## src/rtl/ps2_key_entry_ctrl.sv

```systemverilog
// PS/2 scancode filter and hex-block assembler feeding the AES core.
// Make/break/extended sequences are filtered; accepted digits shift in at the LSB end.
module ps2_key_entry_ctrl #(
  parameter int unsigned NIBBLES = 32
) (
  input  logic                           clk,
  input  logic                           rst,
  input  logic                           scan_valid,
  input  logic [7:0]                     scan_code,
  output logic [7:0]                     xlat_code,
  input  logic [7:0]                     xlat_ascii,
  output logic                           echo_valid,
  output logic [7:0]                     echo_ascii,
  output logic [$clog2(NIBBLES+1)-1:0]   count,
  output logic [4*NIBBLES-1:0]           block_data,
  output logic                           block_valid,
  input  logic                           block_ready
);

  localparam int unsigned CW = $clog2(NIBBLES + 1);
  localparam int unsigned BW = 4 * NIBBLES;
  localparam logic [CW-1:0] FULL = CW'(NIBBLES);

  localparam logic [2:0] S_COLLECT   = 3'd0;
  localparam logic [2:0] S_BREAK     = 3'd1;
  localparam logic [2:0] S_EXT       = 3'd2;
  localparam logic [2:0] S_EXT_BREAK = 3'd3;
  localparam logic [2:0] S_XLAT      = 3'd4;
  localparam logic [2:0] S_HOLD      = 3'd5;

  localparam logic [7:0] K_BREAK = 8'hF0;
  localparam logic [7:0] K_EXT   = 8'hE0;
  localparam logic [7:0] K_ENTER = 8'h5A;
  localparam logic [7:0] K_BKSP  = 8'h66;
  localparam logic [7:0] K_ESC   = 8'h76;

  logic [2:0]    state_q, state_d;
  logic [7:0]    xlat_code_q, xlat_code_d;
  logic [7:0]    echo_ascii_q, echo_ascii_d;
  logic          echo_valid_q, echo_valid_d;
  logic [CW-1:0] count_q, count_d;
  logic [BW-1:0] block_q, block_d;

  logic       is_hex;
  logic [7:0] nib_wide;

  // Validity comes only from the make code, never from the translator output.
  always_comb begin
    case (scan_code)
      8'h45, 8'h16, 8'h1E, 8'h26, 8'h25, 8'h2E, 8'h36, 8'h3D, 8'h3E, 8'h46,
      8'h1C, 8'h32, 8'h21, 8'h23, 8'h24, 8'h2B: is_hex = 1'b1;
      default:                                  is_hex = 1'b0;
    endcase
  end

  always_comb begin
    if (xlat_ascii >= 8'h41) nib_wide = xlat_ascii - 8'h37;
    else                     nib_wide = xlat_ascii - 8'h30;
  end

  always_comb begin
    state_d      = state_q;
    xlat_code_d  = xlat_code_q;
    echo_ascii_d = echo_ascii_q;
    echo_valid_d = 1'b0;
    count_d      = count_q;
    block_d      = block_q;
    case (state_q)
      S_COLLECT: begin
        if (scan_valid) begin
          if (scan_code == K_BREAK) begin
            state_d = S_BREAK;
          end else if (scan_code == K_EXT) begin
            state_d = S_EXT;
          end else if (is_hex && (count_q < FULL)) begin
            xlat_code_d = scan_code;
            state_d     = S_XLAT;
          end else if ((scan_code == K_BKSP) && (count_q != '0)) begin
            block_d = block_q >> 4;
            count_d = count_q - 1'b1;
          end else if (scan_code == K_ESC) begin
            block_d = '0;
            count_d = '0;
          end else if ((scan_code == K_ENTER) && (count_q == FULL)) begin
            state_d = S_HOLD;
          end
        end
      end
      S_BREAK, S_EXT_BREAK: begin
        if (scan_valid) state_d = S_COLLECT;
      end
      S_EXT: begin
        if (scan_valid) state_d = (scan_code == K_BREAK) ? S_EXT_BREAK : S_COLLECT;
      end
      S_XLAT: begin
        block_d      = {block_q[BW-5:0], nib_wide[3:0]};
        count_d      = count_q + 1'b1;
        echo_valid_d = 1'b1;
        echo_ascii_d = xlat_ascii;
        state_d      = S_COLLECT;
      end
      S_HOLD: begin
        if (block_ready) begin
          block_d = '0;
          count_d = '0;
          state_d = S_COLLECT;
        end
      end
      default: state_d = S_COLLECT;
    endcase
  end

  always_ff @(posedge clk) begin
    if (rst) begin
      state_q      <= S_COLLECT;
      xlat_code_q  <= '0;
      echo_ascii_q <= '0;
      echo_valid_q <= 1'b0;
      count_q      <= '0;
      block_q      <= '0;
    end else begin
      state_q      <= state_d;
      xlat_code_q  <= xlat_code_d;
      echo_ascii_q <= echo_ascii_d;
      echo_valid_q <= echo_valid_d;
      count_q      <= count_d;
      block_q      <= block_d;
    end
  end

  assign xlat_code   = xlat_code_q;
  assign echo_ascii  = echo_ascii_q;
  assign echo_valid  = echo_valid_q;
  assign count       = count_q;
  assign block_data  = block_q;
  assign block_valid = (state_q == S_HOLD);

endmodule

```

## config.mk

```make
export PLATFORM = sky130hd
export DESIGN_NAME = ps2_key_entry_ctrl
export DESIGN_NICKNAME = d
export VERILOG_FILES = /design/src/rtl/ps2_key_entry_ctrl.sv
export SDC_FILE = /design/constraint.sdc
export NUM_CORES = 1
export LEC_CHECK = 0
export ABC_AREA = 1
export CORE_ASPECT_RATIO = 1.2
export CORE_MARGIN = 2
export CORE_UTILIZATION = 45
export CTS_BUF_LIST = sky130_fd_sc_hd__clkbuf_8
export DETAILED_ROUTE_END_ITERATION = 16
export PLACE_DENSITY = 0.83
export SKIP_CTS_REPAIR_TIMING = 1
export SYNTH_ARGS = -nofsm -noshare
export SYNTH_HDL_FRONTEND = slang
export SYNTH_SLANG_ARGS = --single-unit
```

## constraint.sdc

```tcl
create_clock -name clk -period 5.05 [get_ports clk]
set_clock_uncertainty 0.15 [all_clocks]
set_input_delay 1.01 -clock clk [delete_from_list [all_inputs] [get_ports clk]]
set_output_delay 1.01 -clock clk [all_outputs]
set_load 0.05 [all_outputs]
```

==> impl_metrics.yaml, run 1 <==
outcome:
  run_status: "completed"
floorplan:
  die_width_um: 119
  start_util: 0.460
  fp-row-count: 50
  dieArea_um2: 17000
  fp.dieH_um: 143
  io_pins: 172
  core_um2: 15600
clocking:
  h-tree-depth: 4
  ctsLongestPathBuffers: 2
  cts_tree: "built"
  cts_buffers: 17
  clkLatencyLatePin_ns: 0.44
  root_buffer: "clkbuf_8"
  cts_sinks: 154
  clkTransAtPathRegs_ns: 0.08
global_route:
  grt_overflow: 0
  grt_max_degree: 110
  grt_pass1_wl_mm: 31.1
  antenna_found_initial: 0
  grt_pass1_vias: 6418
  grt_usage: 0.222
sta:
  finalSetupViolCount: 0
  final.period_utilization: 0.710
  maxSlewViolCount: 0
  hold_viol_final: 0
  slew-limit-headroom: 0.369
  rsz0062_at_grt: "false"
  setup-tns-final_ns: 0
  min_period_ns: 3.59
  layout_setup_ws_ns: 1.46
  whs_ns: 0.313
  tightest_slew_ns: 0.946
  fmax_mhz: 279
setup_path:
  worst_ep_arrival_time_ns: 3.75
  start_kind: "input port"
  crit_path_start: "scan_code[1]"
  crit_required_ns: 5.21
  reg2reg_depth: 10
  reg2reg_to: "block_data[1]$_SDFFE_PP0P_"
  r2r_slack_ns: 2.19
  cp-endpoint: "block_data[53]$_SDFFE_PP0P_"
  cp-end-kind: "flop"
  worst-setup-path-type: "in -> reg"
  r2r_start: "count[0]$_SDFFE_PP0P_"
  crit_fanout: 109
drt:
  vias_per_cell: 5.47
  finalWirelength_mm: 19.7
  wl_per_cell_um: 14.9
  drc: 0
  first_pass_iters: 5
  drt-initial-drc-count: 731
  vias: 7231
  drtAntennaViolNets: 0
yosys:
  synthAdderAreaFrac: 0.00870
  synth-compound-area-share: 0.306
  synth_seq_area_share: 0.429
  synth_xor_area_frac: 0.00487
  syn_area_um2: 7190
  synth_cell_types: 27
  synth_nets: 1002
  synth.area.mux_share: 0
  synth_simple_gate_area_share: 0.103
  synthCells: 977
  avgSynthCellArea_um2: 7.36
  synth-warning-count: 0
  synth_top_family_by_area: "compound AO/OA/AOI/OAI gates"
  synth_seq_cells: 154
placed_design:
  placed_cells: 1290
  gp_routability_congestion: 0.846
  dp_hpwl_mm: 12.9
  io_buffers: 171
  dp_slack_ns: 1.07
pwr:
  power_frac_clock: 0.181
  pwr-share-seq: 0.311
  intPower_mw: 2.72
  power_density_nw_per_um2: 563
  combPwrFrac: 0.508
  ir_worst_vdd_v: 0.000545
  switching_share: 0.474
  p_sw_mw: 2.45
  p_leak_nw: 3.24
layout:
  area_delta_synth_final_pct: 27.7
  n_antenna_cell: 0
  fin_cells: 1322
  drive_gt1_frac: 0.0476
  fin_nets: 1126
flow_run:
  maxCapViolCount: 0
min_path:
  hold_class: "reg -> reg"
-- worst min path at each step --
stage	startpoint	endpoint	slack [ns]	depth (start not counted)
finish	xlat_code[0]$_SDFFE_PP0P_	xlat_code[0]$_SDFFE_PP0P_	0.31	2
global route	xlat_code[3]$_SDFFE_PP0P_	xlat_code[3]$_SDFFE_PP0P_	0.33	2
CTS	xlat_code[3]$_SDFFE_PP0P_	xlat_code[3]$_SDFFE_PP0P_	0.31	2
detailed placement	xlat_code[3]$_SDFFE_PP0P_	xlat_code[3]$_SDFFE_PP0P_	0.30	2
global placement	xlat_code[7]$_SDFFE_PP0P_	xlat_code[7]$_SDFFE_PP0P_	0.30	2
floorplan	state_q[1]$_SDFFE_PP0P_	state_q[1]$_SDFFE_PP0P_	0.38	4
-- power groups by stage --
stage                     Sequential [mW]  Combinational, mW  Clock, mW
after floorplan                      2.31               1.43          0
after global placement               1.63               2.55          0
after detailed placement             1.63               2.61          0
after CTS                            1.61               2.61      0.952
after global routing                 1.63               2.85       1.00
final                                1.61               2.63      0.936
-- synth_stat cells --
master / count / area, um2
dfxtp_1: 154 / 3080
inv_1: 147 / 552
a21oi_1: 140 / 701
o22ai_1: 110 / 688
o21ai_1: 98 / 490
nand2_1: 78 / 293
o21ai_0: 58 / 290
nor2_1: 54 / 203
clkbuf_1: 40 / 150
buf_6: 28 / 315
nand3_1: 28 / 140
buf_2: 5 / 25.0
ha_1: 5 / 62.6
inv_2: 5 / 18.8
nand4_1: 5 / 31.3
nor3_1: 5 / 25.0
nor2_2: 4 / 25.0
xor2_1: 3 / 26.3
buf_1: 2 / 7.51
a211oi_1: 1 / 7.51
nand2_2: 1 / 6.26
nand3_2: 1 / 10.0
nor3_2: 1 / 10.0
o311ai_1: 1 / 8.76
o31ai_1: 1 / 7.51
o32ai_1: 1 / 8.76
xnor2_1: 1 / 8.76
-- area by class of cell --
| class | instances | area [um2] |
|---|---|---|
| Clock buffer | 25 | 344 |
| Clock inverter | 7 | 62.6 |
| Fill cell | 1435 | 6450 |
| Inverter | 152 | 572 |
| Multi-Input combinational cell | 596 | 3070 |
| Sequential cell | 154 | 3080 |
| Tap cell | 208 | 260 |
| Timing Repair Buffer | 180 | 1790 |
-- kinds of logic (layout without fill, tap and decap cells) --
family	Yosys count	in the layout
AO/OA/AOI/OAI	410	410
buffers and inverters	227	364
AND/OR/NAND/NOR	177	177
flip-flops	154	154
adder cells (fa/ha/maj)	5	5
XOR/XNOR	4	4
-- sequential cells by signal, summed over array words and instances (netlist names) --
register / flops
block_data: 128
echo_ascii: 8
xlat_code: 8
count: 6
state_q: 3
echo_valid: 1
-- routing by layer --
layer	vias to the layer above	track usage	part of all wire
met2	271	0.368	0.48
met3	33	0.0593	0.068
met1	3357	0.280	0.43
li1	3570	-	-
met5	-	0	0
met4	0	0.0793	0.019
-- cell usage in the layout (no fill, tap or decap), types with 3 or more instances in the layout --
| cell type | netlist | final |
|---|---|---|
| xor2_1 | 3 | 3 |
| nand2_1 | 78 | 77 |
| nor2_1 | 54 | 54 |
| nor2_2 | 4 | 4 |
| nand4_1 | 5 | 5 |
| a21oi_1 | 140 | 140 |
| buf_4 | 0 | 8 |
| clkdlybuf4s50_1 | 0 | 171 |
| o21ai_1 | 98 | 98 |
| inv_2 | 5 | 5 |
| o21ai_0 | 58 | 58 |
| nand3_1 | 28 | 28 |
| nor3_1 | 5 | 5 |
| clkinv_2 | 0 | 3 |
| o22ai_1 | 110 | 110 |
| ha_1 | 5 | 5 |
| clkbuf_8 | 0 | 25 |
| inv_1 | 147 | 148 |
| dfxtp_1 | 154 | 154 |
-- critical path, stage by stage --
cell and delay, ns:
clkdlybuf4s50_1 0.59, inv_2 0.06, nor2_2 0.10, nand2_1 0.10
o311ai_1 0.57, nand2_8 0.53, buf_4 0.44, o21ai_0 0.21
a21oi_1 0.07
-- metrics by stage --
stage | area, um2 | utilization | total power [mW]
2_1_floorplan | 7190 | - | 3.74
3_3_place_gp | 8780 | 0.561 | 4.18
3_5_place_dp | 8780 | 0.561 | 4.24
4_1_cts | 9190 | 0.587 | 5.17
5_1_grt | 9190 | 0.587 | 5.48
6_report | 9190 | 0.587 | 5.17
(Power assumes the default switching activity.)
==> inputs of run 2 (changes only) <==
--- a/config.mk
+++ b/config.mk
@@ -11,7 +11,7 @@
 export CORE_UTILIZATION = 45
 export CTS_BUF_LIST = sky130_fd_sc_hd__clkbuf_8
 export DETAILED_ROUTE_END_ITERATION = 16
-export PLACE_DENSITY = 0.83
+export PLACE_DENSITY = 0.86
 export SKIP_CTS_REPAIR_TIMING = 1
 export SYNTH_ARGS = -nofsm -noshare
 export SYNTH_HDL_FRONTEND = slang
==> constraint.sdc (replaced) <==
create_clock -name clk -period 3 [get_ports clk]
set_clock_uncertainty 0.15 [all_clocks]
set_input_delay 0.6 -clock clk [delete_from_list [all_inputs] [get_ports clk]]
set_output_delay 0.6 -clock clk [all_outputs]
set_load 0.05 [all_outputs]
==> run 2 against run 1 <==
  * Global-route usage increased by 0.57 points
  * First-iteration DRC count decreased by 4.8%
  * Setup slack got worse by 1.3 ns
  * Count of clock-buffer cells in the layout decreased by 7
  * Clock power increased by 57%
  * Non-clock buffer count increased by 14
  * Sequential power increased by 68%
  * Sequential share of layout area decreased by 0.47 points
  * Register-to-register slack got worse by 1.6 ns
  * Worst hold slack about the same
  * Highest routed layer unchanged
  * Largest cell class unchanged
  * Flip-flop and latch count unchanged
==> impl_metrics.yaml, run 2 (synthesis results as in run 1) <==
outcome:
  run_status: "completed"
clocking:
  ctsLongestPathBuffers: 2
  cts_buffers: 17
  cts_tree: "built"
  clkLatencyLatePin_ns: 0.44
  h-tree-depth: 4
  cts_sinks: 154
  clkTransAtPathRegs_ns: 0.08
  root_buffer: "clkbuf_8"
drt:
  vias: 7363
  drtAntennaViolNets: 0
  vias_per_cell: 5.52
  drc: 0
  first_pass_iters: 5
  finalWirelength_mm: 20.0
  drt-initial-drc-count: 696
  wl_per_cell_um: 15.0
layout:
  postLayoutCoreUtil: 0.596
  final_common_cell: "clkdlybuf4s50_1"
  fin_nets: 1140
  drive_gt1_frac: 0.0560
  finalInstanceArea_um2: 9320
  fin_cells: 1333
  largest_register_ffs: 128
  n_fill_cell: 1429
  final_cell_mix: "clkdlybuf4s50_1 (171), dfxtp_1 (154), inv_1 (149), a21oi_1 (140), o22ai_1 (110)"
  register_area_um2: 3080
  n_antenna_cell: 0
  area_delta_synth_final_pct: 29.5
  multiInputGateArea_um2: 3070
floorplan:
  fp.dieH_um: 143
  die_width_um: 119
  io_pins: 172
  core_um2: 15600
  dieArea_um2: 17000
  fp-row-count: 50
  start_util: 0.460
sta:
  rsz0062_at_grt: "false"
  final.period_utilization: 0.937
  min_period_ns: 2.81
  whs_ns: 0.313
  tightest_slew_ns: 0.760
  slew-limit-headroom: 0.493
  maxSlewViolCount: 0
  finalSetupViolCount: 0
  hold_viol_final: 0
  fmax_mhz: 356
  setup-tns-final_ns: 0
  layout_setup_ws_ns: 0.188
setup_path:
  crit_buf_inv: 3
  cpMaxStageDelayCell: "clkdlybuf4s50_1"
  worst_ep_arrival_time_ns: 2.06
  worst-setup-path-type: "reg -> out"
  reg2reg_depth: 10
  worstSetupPathDepth: 5
  start_kind: "flop"
  cp-end-kind: "primary output"
  cpLargestDelayFamily: "buffers and inverters"
  path_cells: "inv_2, nor2_2, inv_2, nor2_2, clkdlybuf4s50_1"
  crit_fanout: 3
  critPathMaxStageDelay_ns: 0.83
  crit_required_ns: 2.25
global_route:
  grt_overflow: 0
  grt_pass1_vias: 6653
  grt_pass1_wl_mm: 31.8
  antenna_found_initial: 0
  grt_usage: 0.228
  grt_max_degree: 140
placed_design:
  io_buffers: 171
  dp_slack_ns: 0.207
  placed_cells: 1304
  dp_hpwl_mm: 13.7
  gp_routability_congestion: 0.911
  post_dp_cell_area_um2: 8960
pwr:
  p_leak_nw: 3.32
  ir_worst_vdd_v: 0.000495
  finalPower_mw: 8.84
  power_density_nw_per_um2: 949
min_path:
  hold_class: "reg -> reg"
  hold_depth: 2
flow_run:
  maxCapViolCount: 0
run 2: final cells by class:
class                   instances  area share
clock buffers                  18      0.0266
clock inverters                11      0.0118
inverters                     152      0.0614
multi-input cells             596       0.330
flip-flops and latches        154       0.331
well taps                     208      0.0279
repair buffers                194       0.212
run 2: worst paths after layout:
check	from	slack, ns	endpoint
max	state_q[2]$_SDFFE_PP0P_	0.19	block_valid
min	xlat_code[7]$_SDFFE_PP0P_	0.31	xlat_code[7]$_SDFFE_PP0P_
max reg2reg	count[0]$_SDFFE_PP0P_	0.60	block_data[100]$_SDFFE_PP0P_
min reg2reg	xlat_code[7]$_SDFFE_PP0P_	0.31	xlat_code[7]$_SDFFE_PP0P_
run 2: where the power goes:
group / total [mW] / internal [mW] / leakage [nW] / switching (mW)
Combinational: 4.67 / 1.48 / 1.87 / 3.19
Clock: 1.47 / 0.734 / 0.190 / 0.737
Sequential: 2.70 / 2.46 / 1.26 / 0.238
Total: 8.84 / 4.68 / 3.32 / 4.16
run 2: worst register-to-register path, stage by stage (launching register included):
cell and delay, ns:
dfxtp_1 0.37, inv_1 0.12, ha_1 0.22, nand4_1 0.23
nand2_1 0.14, o311ai_1 0.09, buf_4 0.18, nand2_8 0.19
buf_12 0.33, o21ai_1 0.13, a21oi_1 0.17
run 2: per-layer routing:
metal / wire length, um / track usage
met1: 8510 / 0.281
met2: 9830 / 0.392
met3: 1240 / 0.0521
met4: 416 / 0.0768
met5: 0 / 0
==> variant: new RTL, flow settings as in run 2 <==
The parameter `NIBBLES` goes from 32 to 64.
--- a/src/rtl/ps2_key_entry_ctrl.sv
+++ b/src/rtl/ps2_key_entry_ctrl.sv
@@ -1,7 +1,7 @@
 // PS/2 scancode filter and hex-block assembler feeding the AES core.
 // Make/break/extended sequences are filtered; accepted digits shift in at the LSB end.
 module ps2_key_entry_ctrl #(
-  parameter int unsigned NIBBLES = 32
+  parameter int unsigned NIBBLES = 64
 ) (
   input  logic                           clk,
   input  logic                           rst,
Interface: changed (resized block_data and count); port bits go from 172 to 301. The function was not compared with the original's and may differ.
==> variant against run 2 <==
Wire length grew 95%. Cell area rose by 79%. Synthesized cell count increased by 73%. Clock power rose by 140%. Sequential cell count rose by 129. Total power up 150%. Synthesized area grew 76%. Worst setup slack gained 0.093 ns. Critical endpoint is now count[2]. Largest power group unchanged.
==> variant: results (changes against run 2) <==
[status]
outcome = completed  ; unchanged

[cts]
clk_pin_slew_ns = 0.06  ; was 0.08 ns
clockBufferDepth = 3  ; was 2

[finish]
area_share_nonclk_buffers_pct = 20.00  ; was 21.17%
sh_seq_area_pct = 33.89  ; was 33.09%
clk_share_pct = 5.764  ; was 3.841%
largest_register_ffs = 256  ; was 128
multi_input_cells = 978  ; was 596
nFlopsAndLatches = 283  ; was 154

[detailed_routing]
drt-pass1-iter-count = 6  ; was 5
met2_length_um = 18400  ; was 9833 um
drt_iter0_drc = 856  ; was 696

[worst_setup_path]
r2r_cells = 9  ; was 10
cp-endpoint = count[2]  ; was block_valid
cp_slowest_stage_delay_ns = 0.91  ; was 0.83 ns

[grt]
grt_pass1_wl_um = 60780  ; was 31820 um
grtUsageMet1_pct = 30.43  ; was 28.12%
grt_start_max_net_pins = 121  ; was 140
grtUsageMet3_pct = 7.580  ; was 5.208%
use_met2_pct = 41.65  ; was 39.23%

[pwr]
p_leak_nw = 5.809  ; was 3.320 nW

[placement]
dp.cells = 2244  ; was 1304

[synthesis]
synth.avg_cell_area_um2 = 7.496  ; was 7.364 um2
synth_cell_type_count = 36  ; was 27
synth_area_leaders = dfxtp_1, o22ai_1, a21oi_1  ; was dfxtp_1, a21oi_1, o22ai_1

[sta]
fin_crit_ns = 2.719  ; was 2.812 ns

[variant: changes by cell type in the layout (fill, tap and decap cells not counted), sizes merged, moves of 8 or more]
cell,delta
a21oi,+138
clkbuf,+36
clkdlybuf4s50,+128
dfxtp,+129
inv,+137
nand2,-21
nand3,-8
o21ai,+140
o22ai,+130
[variant: through the flow]
| step | instance area, um2 | setup TNS, ns |
|---|---|---|
| after detailed placement | 15750 | 0 |
| after floorplan | 12640 | 0 |
| after global routing | 16710 | 0 |
| after CTS | 16710 | -0.007912 |
| after global placement | 15750 | 0 |
| final | 16710 | 0 |
[variant: report_power, final]
group | switching (mW) | internal [mW] | leakage [nW]
clock | 1.52 | 2.05 | 0.531
sequential | 0.887 | 5.17 | 2.31
combinational | 8.81 | 3.59 | 2.97
total | 11.2 | 10.8 | 5.81
